$ cat src/rtl/video_rx_monitor.sv
// -----------------------------------------------------------------------------
// video_rx_monitor
//
// Receive-side monitor for a DE/HS/VS/RGB pixel stream. Measures line and
// frame timing, computes a CRC-16-CCITT over the "lit pixel" bitstream of each
// frame and reports whether the timing of the last two frames matched.
//
// Ports
//   I_pxl_clk    pixel clock (only clock)
//   I_rst        asynchronous active-high reset
//   I_de         data enable
//   I_hs, I_vs   horizontal / vertical sync, active level SYNC_POL
//   I_data_r/g/b 8-bit colour components
//   O_h_total    clocks per line (last line of the frame)
//   O_h_sync     HS-active clocks in that line
//   O_h_active   DE clocks in the last line of the frame that had any DE
//   O_v_total    lines per frame
//   O_v_sync     lines started while VS was active
//   O_v_active   lines containing at least one DE clock
//   O_crc        CRC-16-CCITT (poly 0x1021, MSB first) of lit-pixel bits
//   O_frame_cnt  number of completed measured frames (wraps)
//   O_valid      one-cycle pulse when the results above update
//   O_locked     timing of the last two updates was identical
//
// Frame FSM
//   state   | meaning
//   --------+-----------------------------------------------------------------
//   ST_SYNC | after reset; waiting for the first VS edge, no results yet
//   ST_MEAS | accumulating a frame; a VS edge snapshots it
//   ST_UPD  | snapshot is copied to the outputs, O_valid pulses
// -----------------------------------------------------------------------------
module video_rx_monitor #(
    parameter logic        SYNC_POL = 1'b1,
    parameter int unsigned CNT_W    = 12,
    parameter logic [15:0] CRC_INIT = 16'hFFFF
) (
    input  logic             I_pxl_clk,
    input  logic             I_rst,
    input  logic             I_de,
    input  logic             I_hs,
    input  logic             I_vs,
    input  logic [7:0]       I_data_r,
    input  logic [7:0]       I_data_g,
    input  logic [7:0]       I_data_b,
    output logic [CNT_W-1:0] O_h_total,
    output logic [CNT_W-1:0] O_h_sync,
    output logic [CNT_W-1:0] O_h_active,
    output logic [CNT_W-1:0] O_v_total,
    output logic [CNT_W-1:0] O_v_sync,
    output logic [CNT_W-1:0] O_v_active,
    output logic [15:0]      O_crc,
    output logic [15:0]      O_frame_cnt,
    output logic             O_valid,
    output logic             O_locked
);

    typedef enum logic [1:0] {
        ST_SYNC = 2'd0,
        ST_MEAS = 2'd1,
        ST_UPD  = 2'd2
    } state_t;

    localparam logic [CNT_W-1:0] CNT_ZERO = '0;
    localparam logic [CNT_W-1:0] CNT_MAX  = '1;
    localparam logic [CNT_W-1:0] CNT_ONE  = {{(CNT_W-1){1'b0}}, 1'b1};
    localparam logic [15:0]      CRC_POLY = 16'h1021;

    // Counters stick at all-ones so a missing sync shows up as "max",
    // never as a small wrapped value.
    function automatic logic [CNT_W-1:0] sat_inc(input logic [CNT_W-1:0] v);
        return (v == CNT_MAX) ? v : v + CNT_ONE;
    endfunction

    function automatic logic [15:0] crc_step(input logic [15:0] crc, input logic din);
        logic [15:0] nxt;
        nxt = {crc[14:0], 1'b0};
        if (crc[15] ^ din) begin
            nxt = nxt ^ CRC_POLY;
        end
        return nxt;
    endfunction

    // ---------------------------------------------------------------------
    // Input sampling: s1 is the registered pin value, s2 the previous s1.
    // ---------------------------------------------------------------------
    logic        hs_s1_q, vs_s1_q, de_s1_q;
    logic        hs_s2_q, vs_s2_q;
    logic [23:0] rgb_s1_q;

    always_ff @(posedge I_pxl_clk or posedge I_rst) begin
        if (I_rst) begin
            hs_s1_q  <= ~SYNC_POL;
            vs_s1_q  <= ~SYNC_POL;
            hs_s2_q  <= ~SYNC_POL;
            vs_s2_q  <= ~SYNC_POL;
            de_s1_q  <= 1'b0;
            rgb_s1_q <= '0;
        end else begin
            hs_s1_q  <= I_hs;
            vs_s1_q  <= I_vs;
            hs_s2_q  <= hs_s1_q;
            vs_s2_q  <= vs_s1_q;
            de_s1_q  <= I_de;
            rgb_s1_q <= {I_data_r, I_data_g, I_data_b};
        end
    end

    logic hs_act, vs_act, hs_act_prev, vs_act_prev;
    logic hs_edge, vs_edge, pix_lit;

    assign hs_act      = (hs_s1_q == SYNC_POL);
    assign vs_act      = (vs_s1_q == SYNC_POL);
    assign hs_act_prev = (hs_s2_q == SYNC_POL);
    assign vs_act_prev = (vs_s2_q == SYNC_POL);
    assign hs_edge     = hs_act & ~hs_act_prev;
    assign vs_edge     = vs_act & ~vs_act_prev;
    assign pix_lit     = |rgb_s1_q;

    // ---------------------------------------------------------------------
    // Line / frame accumulators
    // ---------------------------------------------------------------------
    logic [CNT_W-1:0] hcnt_q, hcnt_d;
    logic [CNT_W-1:0] hs_w_q, hs_w_d;
    logic [CNT_W-1:0] de_w_q, de_w_d;
    logic [CNT_W-1:0] line_total_q, line_total_d;
    logic [CNT_W-1:0] line_sync_q, line_sync_d;
    logic [CNT_W-1:0] last_active_q, last_active_d;
    logic [CNT_W-1:0] vtot_q, vtot_d;
    logic [CNT_W-1:0] vsync_q, vsync_d;
    logic [CNT_W-1:0] vact_q, vact_d;
    logic [15:0]      crc_q, crc_d;

    // Frame values including the line closed in this cycle; these are what
    // the ending frame reports when a VS edge coincides with an HS edge.
    logic [CNT_W-1:0] last_active_cl, vtot_cl, vsync_cl, vact_cl;
    logic [15:0]      crc_cl;

    // Snapshot of the ending frame, held until the update cycle.
    logic [CNT_W-1:0] snap_h_total_q, snap_h_total_d;
    logic [CNT_W-1:0] snap_h_sync_q, snap_h_sync_d;
    logic [CNT_W-1:0] snap_h_active_q, snap_h_active_d;
    logic [CNT_W-1:0] snap_v_total_q, snap_v_total_d;
    logic [CNT_W-1:0] snap_v_sync_q, snap_v_sync_d;
    logic [CNT_W-1:0] snap_v_active_q, snap_v_active_d;
    logic [15:0]      snap_crc_q, snap_crc_d;

    always_comb begin
        hcnt_d = hs_edge ? CNT_ONE : sat_inc(hcnt_q);

        hs_w_d = hs_w_q;
        if (hs_edge) begin
            hs_w_d = CNT_ONE;
        end else if (hs_act) begin
            hs_w_d = sat_inc(hs_w_q);
        end

        de_w_d = de_w_q;
        if (hs_edge) begin
            de_w_d = CNT_ZERO;
        end else if (de_s1_q) begin
            de_w_d = sat_inc(de_w_q);
        end

        line_total_d   = line_total_q;
        line_sync_d    = line_sync_q;
        last_active_cl = last_active_q;
        vtot_cl        = vtot_q;
        vsync_cl       = vsync_q;
        vact_cl        = vact_q;
        if (hs_edge) begin
            line_total_d = hcnt_q;
            line_sync_d  = hs_w_q;
            if (de_w_q != CNT_ZERO) begin
                last_active_cl = de_w_q;
                vact_cl        = sat_inc(vact_q);
            end
            vtot_cl = sat_inc(vtot_q);
            if (vs_act) begin
                vsync_cl = sat_inc(vsync_q);
            end
        end

        crc_cl = de_s1_q ? crc_step(crc_q, pix_lit) : crc_q;

        if (vs_edge) begin
            last_active_d = CNT_ZERO;
            vtot_d        = CNT_ZERO;
            vsync_d       = CNT_ZERO;
            vact_d        = CNT_ZERO;
            crc_d         = CRC_INIT;
        end else begin
            last_active_d = last_active_cl;
            vtot_d        = vtot_cl;
            vsync_d       = vsync_cl;
            vact_d        = vact_cl;
            crc_d         = crc_cl;
        end

        snap_h_total_d  = snap_h_total_q;
        snap_h_sync_d   = snap_h_sync_q;
        snap_h_active_d = snap_h_active_q;
        snap_v_total_d  = snap_v_total_q;
        snap_v_sync_d   = snap_v_sync_q;
        snap_v_active_d = snap_v_active_q;
        snap_crc_d      = snap_crc_q;
        if (vs_edge) begin
            snap_h_total_d  = line_total_d;
            snap_h_sync_d   = line_sync_d;
            snap_h_active_d = last_active_cl;
            snap_v_total_d  = vtot_cl;
            snap_v_sync_d   = vsync_cl;
            snap_v_active_d = vact_cl;
            snap_crc_d      = crc_cl;
        end
    end

    always_ff @(posedge I_pxl_clk or posedge I_rst) begin
        if (I_rst) begin
            hcnt_q          <= CNT_ZERO;
            hs_w_q          <= CNT_ZERO;
            de_w_q          <= CNT_ZERO;
            line_total_q    <= CNT_ZERO;
            line_sync_q     <= CNT_ZERO;
            last_active_q   <= CNT_ZERO;
            vtot_q          <= CNT_ZERO;
            vsync_q         <= CNT_ZERO;
            vact_q          <= CNT_ZERO;
            crc_q           <= CRC_INIT;
            snap_h_total_q  <= CNT_ZERO;
            snap_h_sync_q   <= CNT_ZERO;
            snap_h_active_q <= CNT_ZERO;
            snap_v_total_q  <= CNT_ZERO;
            snap_v_sync_q   <= CNT_ZERO;
            snap_v_active_q <= CNT_ZERO;
            snap_crc_q      <= 16'h0000;
        end else begin
            hcnt_q          <= hcnt_d;
            hs_w_q          <= hs_w_d;
            de_w_q          <= de_w_d;
            line_total_q    <= line_total_d;
            line_sync_q     <= line_sync_d;
            last_active_q   <= last_active_d;
            vtot_q          <= vtot_d;
            vsync_q         <= vsync_d;
            vact_q          <= vact_d;
            crc_q           <= crc_d;
            snap_h_total_q  <= snap_h_total_d;
            snap_h_sync_q   <= snap_h_sync_d;
            snap_h_active_q <= snap_h_active_d;
            snap_v_total_q  <= snap_v_total_d;
            snap_v_sync_q   <= snap_v_sync_d;
            snap_v_active_q <= snap_v_active_d;
            snap_crc_q      <= snap_crc_d;
        end
    end

    // ---------------------------------------------------------------------
    // Frame FSM
    // ---------------------------------------------------------------------
    state_t state_q, state_d;
    logic   upd;

    always_ff @(posedge I_pxl_clk or posedge I_rst) begin
        if (I_rst) begin
            state_q <= ST_SYNC;
        end else begin
            state_q <= state_d;
        end
    end

    always_comb begin
        state_d = state_q;
        upd     = 1'b0;
        case (state_q)
            ST_SYNC: begin
                if (vs_edge) begin
                    state_d = ST_MEAS;
                end
            end
            ST_MEAS: begin
                if (vs_edge) begin
                    state_d = ST_UPD;
                end
            end
            ST_UPD: begin
                upd     = 1'b1;
                // A back-to-back VS edge has already refreshed the snapshot.
                state_d = vs_edge ? ST_UPD : ST_MEAS;
            end
            default: begin
                state_d = ST_SYNC;
            end
        endcase
    end

    // ---------------------------------------------------------------------
    // Result registers and lock tracking
    // ---------------------------------------------------------------------
    logic [CNT_W-1:0] h_total_q, h_sync_q, h_active_q;
    logic [CNT_W-1:0] v_total_q, v_sync_q, v_active_q;
    logic [15:0]      crc_out_q, frame_cnt_q;
    logic             valid_q, locked_q, locked_d;
    logic             have_prev_q;
    logic             timing_match;

    // The current outputs still hold the previous update's timing set.
    assign timing_match = ({snap_h_total_q, snap_h_sync_q, snap_h_active_q,
                            snap_v_total_q, snap_v_sync_q, snap_v_active_q} ==
                           {h_total_q, h_sync_q, h_active_q,
                            v_total_q, v_sync_q, v_active_q});
    assign locked_d     = have_prev_q & timing_match;

    always_ff @(posedge I_pxl_clk or posedge I_rst) begin
        if (I_rst) begin
            h_total_q   <= CNT_ZERO;
            h_sync_q    <= CNT_ZERO;
            h_active_q  <= CNT_ZERO;
            v_total_q   <= CNT_ZERO;
            v_sync_q    <= CNT_ZERO;
            v_active_q  <= CNT_ZERO;
            crc_out_q   <= 16'h0000;
            frame_cnt_q <= 16'h0000;
            valid_q     <= 1'b0;
            locked_q    <= 1'b0;
            have_prev_q <= 1'b0;
        end else begin
            valid_q <= upd;
            if (upd) begin
                h_total_q   <= snap_h_total_q;
                h_sync_q    <= snap_h_sync_q;
                h_active_q  <= snap_h_active_q;
                v_total_q   <= snap_v_total_q;
                v_sync_q    <= snap_v_sync_q;
                v_active_q  <= snap_v_active_q;
                crc_out_q   <= snap_crc_q;
                frame_cnt_q <= frame_cnt_q + 16'd1;
                locked_q    <= locked_d;
                have_prev_q <= 1'b1;
            end
        end
    end

    assign O_h_total   = h_total_q;
    assign O_h_sync    = h_sync_q;
    assign O_h_active  = h_active_q;
    assign O_v_total   = v_total_q;
    assign O_v_sync    = v_sync_q;
    assign O_v_active  = v_active_q;
    assign O_crc       = crc_out_q;
    assign O_frame_cnt = frame_cnt_q;
    assign O_valid     = valid_q;
    assign O_locked    = locked_q;

endmodule

$ cat config.mk
export PLATFORM = sky130hd
export DESIGN_NAME = video_rx_monitor
export DESIGN_NICKNAME = d
export VERILOG_FILES = /design/src/rtl/video_rx_monitor.sv
export SDC_FILE = /design/constraint.sdc
export NUM_CORES = 1
export LEC_CHECK = 0
export CORE_MARGIN = 2
export CORE_UTILIZATION = 52
export DETAILED_ROUTE_END_ITERATION = 6
export PLACE_DENSITY = 0.76
export SLEW_MARGIN = 40
export SYNTH_ARGS = -nofsm -noshare
export SYNTH_HDL_FRONTEND = slang
export SYNTH_SLANG_ARGS = --single-unit
$ cat constraint.sdc
create_clock -name I_pxl_clk -period 14.7 [get_ports I_pxl_clk]
set_input_delay 4.41 -clock I_pxl_clk [delete_from_list [all_inputs] [get_ports I_pxl_clk]]
set_output_delay 4.41 -clock I_pxl_clk [all_outputs]
set_load 0.05 [all_outputs]
; ---- After elaboration in Yosys (flattened, before gate mapping)
; Cells that the tools add are included.
; Widths: inputs -> output; s select.
[word_totals]
reg_bits = 350
in_bits = 29
output_inout_bits = 106
wordCells = 103
[classes]
add_sub_neg = 7
n_eq_ne = 14
n_mux = 32
bitwise_logic = 7
reduce_logical = 8
[ops]
columns = op, count
row1 = $mux 12, 24
row2 = $add 12x1->12 const B, 6
row3 = $eq 12x12->1 const B, 6
row4 = $eq 72x72->1, 1
row5 = $mux 16, 2
row6 = $reduce_or 24->1, 1
row7 = $add 16x1->16 const B, 1
row8 = $mux 13, 1
row9 = $reduce_bool 12->1, 1
row10 = $ne 2x2->1 const B, 5
row11 = $mux 2, 3
row12 = $pmux 2 s3, 1
row13 = $reduce_and 2->1, 3
row14 = $reduce_bool 2->1, 2
row15 = $and 1x1->1, 3
row16 = $not 3->3, 1
row17 = $eq 2x1->1 const B, 1
row18 = $eq 2x2->1 const B, 1
row19 = $logic_not 2->1, 1
row20 = $not 1->1, 2
row21 = $mux 1, 1
row22 = $xor 1x1->1, 1

; ---- Depth between registers and ports, before layout
[logic_depth]
depth_word = 5
ltp_mapped = 9
depth_no_buf = 6

; ---- Worst setup path before layout
; Ideal clock, no wire load.
[synth_timing]
kind = register to output
start = reg frame_cnt_q[4], in the netlist O_frame_cnt[4]
end = out O_frame_cnt[4]
arrival_ns = 0.672
required_time_ns = 10.290
path_slack_ns = 9.618
stages_incl_launch_ff = 1
n_path_buf = 0
cell_sequence = dfrtp_1
[synth_lines]
columns = item, line_no
row1 = from (decl), 301  ; logic [15:0] crc_out_q, frame_cnt_q;
row2 = from (signal assigned), 336  ; frame_cnt_q <= frame_cnt_q + 16'd1;
row3 = to (decl), 52  ; output logic [15:0] O_frame_cnt,
; No word-level cell between the ends.

; ---- Worst setup path after layout
[layout_timing]
start = reg h_sync_q[11], in the netlist O_h_sync[11]
end = out O_h_sync[11]
[layout_lines]
columns = item, line_no
row1 = from (decl), 299  ; logic [CNT_W-1:0] h_total_q, h_sync_q, h_active_q;
row2 = from (signal assigned), 330  ; h_sync_q <= snap_h_sync_q;
row3 = to (decl), 46  ; output logic [CNT_W-1:0] O_h_sync,
; No word-level cell between the ends.

==> metrics <==
status=finished clean; area delta synth->final=19.6%; Total Routing Usage GR=0.230; TritonRoute pass-1 iters=5; commonest non-fill, non-tap cell in the layout=nand2_1; DR top layer=met5; CTS tree=yes; DRT iter0 DRCs=865; minimum hold slack=0.468 ns; via count of the first global-routing pass=10,507; WP data required=10.29 ns; Seq/Total Area, Yosys=0.595; Core Area=0.0279 sq mm; post-synthesis register bit count=350; Rel. slew slack=0.449; Crit. End Element=output pin; global-route wire length before repair=53,800 microns; CP Data Arrival Time=1.84 ns; mean post-synth cell area=9.87 sq um; total nets after synthesis=1,532; dpl hpwl=22,000 microns; Worst-Margin Slew=0.805 ns; Clock Sinks=350; Final min period=6.25 ns; Synth cell types=59; Num CTS Buffers=37; Internal=1.85 mW; Max Clk Rate=0.160 GHz; die area=0.0297 sq mm; combinational share of power=0.244; leakage power=8.04 nW; # resized after CTS=0; met3 WL post-DR=1820 microns; Worst-path clk slew=0.06 ns; net count reported at finish=1,649; CP startpoint kind=register; GP Congestion=0.901; top_reg_cell synth=dfrtp_1; largest vdd supply drop=0.0969 mV; Post-Route Setup TNS=0 ns; CTS root buf=clkbuf_16; Clock Skew=0.0169 ns; Post-DRT Antenna Nets=0; clock latency on the worst-skew pair=0.52 ns; ANT cells=0; number of synthesized flops with an enable pin=0; # IOs=135; DR vias/cell=5.37; CP delay by family, top=buffers and inverters; maxcap violations=0; sw power=960 uW; CP Max Fanout=3; synthesized instance count=1,495; Post-Route WL=33,400 microns; GRT overflow=0; post-place setup slack=7.74 ns; slowest cell on the critical path=clkdlybuf4s50_1; initial antenna violation count=1; postcts setup bufs=0; crit share post-route=0.425; fin. max-slew vios=0; H-tree levels=2; Post-Synthesis Cell Area=0.0148 sq mm; fillers=2,212; Rows=61; Max Buffers Root-to-Sink=3; Die X=172 microns; Multi-input gate area=0.00565 sq mm; via count=10,832; CTS Hold Bufs=0; CP cell instances=clkdlybuf4s50_1; Slowest Stage Delay on Critical Path=0.92 ns; DR WL/cell=16.5 microns; PD cells=159 mW/mm^2; DIE HEIGHT=172 microns; Buf/Inv on CP=1; most frequent cells in the layout=nand2_1, dfrtp_1, clkdlybuf4s50_1; layout cells sized above 1=0.0677; Final WS setup=8.45 ns; RSZ-0062 raised after global routing=false; final setup fails=0; Initial Util=0.530; largest net degree at the start of global routing=111; Post-synth ARST share=1.00; sequential power share=0.428; Crit Path Class=register to output pin; Hold/Removal Path Class=register to register; register area=0.00878 sq mm; Ys Warns=0; met2 WL=15,600 microns; Port Buf Inserts=134; clock network power share=0.327; final hold vios=0; Net Sw Frac=0.341; M1 wire length=15,200 microns; DRC=0
-- layer usage --
metal	track usage	vias up
met5	0	-
met3	0.0382	62
met1	0.325	5295
met2	0.367	276
li1	-	5197
met4	0.0672	2
-- cells in the mapped netlist, drive strengths merged, types with 7 or more instances --
cell	count	area share
dfrtp	334	0.57
xnor2	84	0.050
mux2i	34	0.023
nor3	16	0.0061
or3	11	0.0047
nand2	456	0.12
a31oi	28	0.012
inv	21	0.0053
nor2	117	0.030
dfstp	16	0.028
o21ai	94	0.032
a21oi	18	0.0069
nand2b	10	0.0044
ha	8	0.0068
nand3	42	0.015
buf	18	0.0070
nor4	26	0.014
nand4	31	0.014
and3	7	0.0030
xor2	30	0.018
clkbuf	48	0.012
-- through the flow --
stage | util | instance area (sq um) | std cells | total power, mW
2_1_floorplan | - | 14800 | 1495 | 1.65
3_3_place_gp | 0.589 | 16400 | 1951 | 1.89
3_5_place_dp | 0.590 | 16400 | 1951 | 1.91
4_1_cts | 0.633 | 17600 | 2018 | 2.83
5_1_grt | 0.634 | 17700 | 2018 | 2.93
6_report | 0.634 | 17700 | 2018 | 2.81
-- cell type report --
cell class	instances	share of cell area
Tap cell	378	0.0268
Clock inverter	12	0.00709
Sequential cell	350	0.497
Inverter	21	0.00517
Timing Repair Buffer	144	0.0815
Clock buffer	55	0.0620
Multi-Input combinational cell	1058	0.320
-- cell families after synthesis --
kind of cell	Yosys count	synth area share
and+or+nand+nor	735	0.217
AOI/OAI and AO/OA	166	0.0656
xor gates and xnor gates	114	0.0677
muxes	35	0.0238
adders and majority gates	8	0.00678
DFF	350	0.595
buffers and inverters	87	0.0246
-- power groups by stage --
stage / combinational [mW] / clock, mW / sequential, mW
CTS: 0.692 / 0.937 / 1.20
floorplan: 0.239 / 0 / 1.41
detailed placement: 0.688 / 0 / 1.22
finish: 0.687 / 0.920 / 1.20
global placement: 0.675 / 0 / 1.21
global route: 0.735 / 0.975 / 1.22
-- state kept, by name, indices dropped and copies added, names as in the netlist, 16 cells and up --
signal	cells
crc_q	16
rgb_s1_q	24
O_crc	16
snap_crc_q	16
O_frame_cnt	16
-- final timing paths --
path	slack [ns]	end	from	depth (start not counted)
min	0.47	line_sync_q[5]	line_sync_q[5]	2
max	8.45	O_h_sync[11]	O_h_sync[11]	1
min reg2reg	0.47	line_sync_q[5]	line_sync_q[5]	2
max reg2reg	11.80	snap_v_active_q[9]	hs_act	6
max in group asynchronous	8.55	de_s1_q	I_rst	4
min in group asynchronous	4.33	O_v_sync[5]	I_rst	2
(Power assumes the default switching activity.)
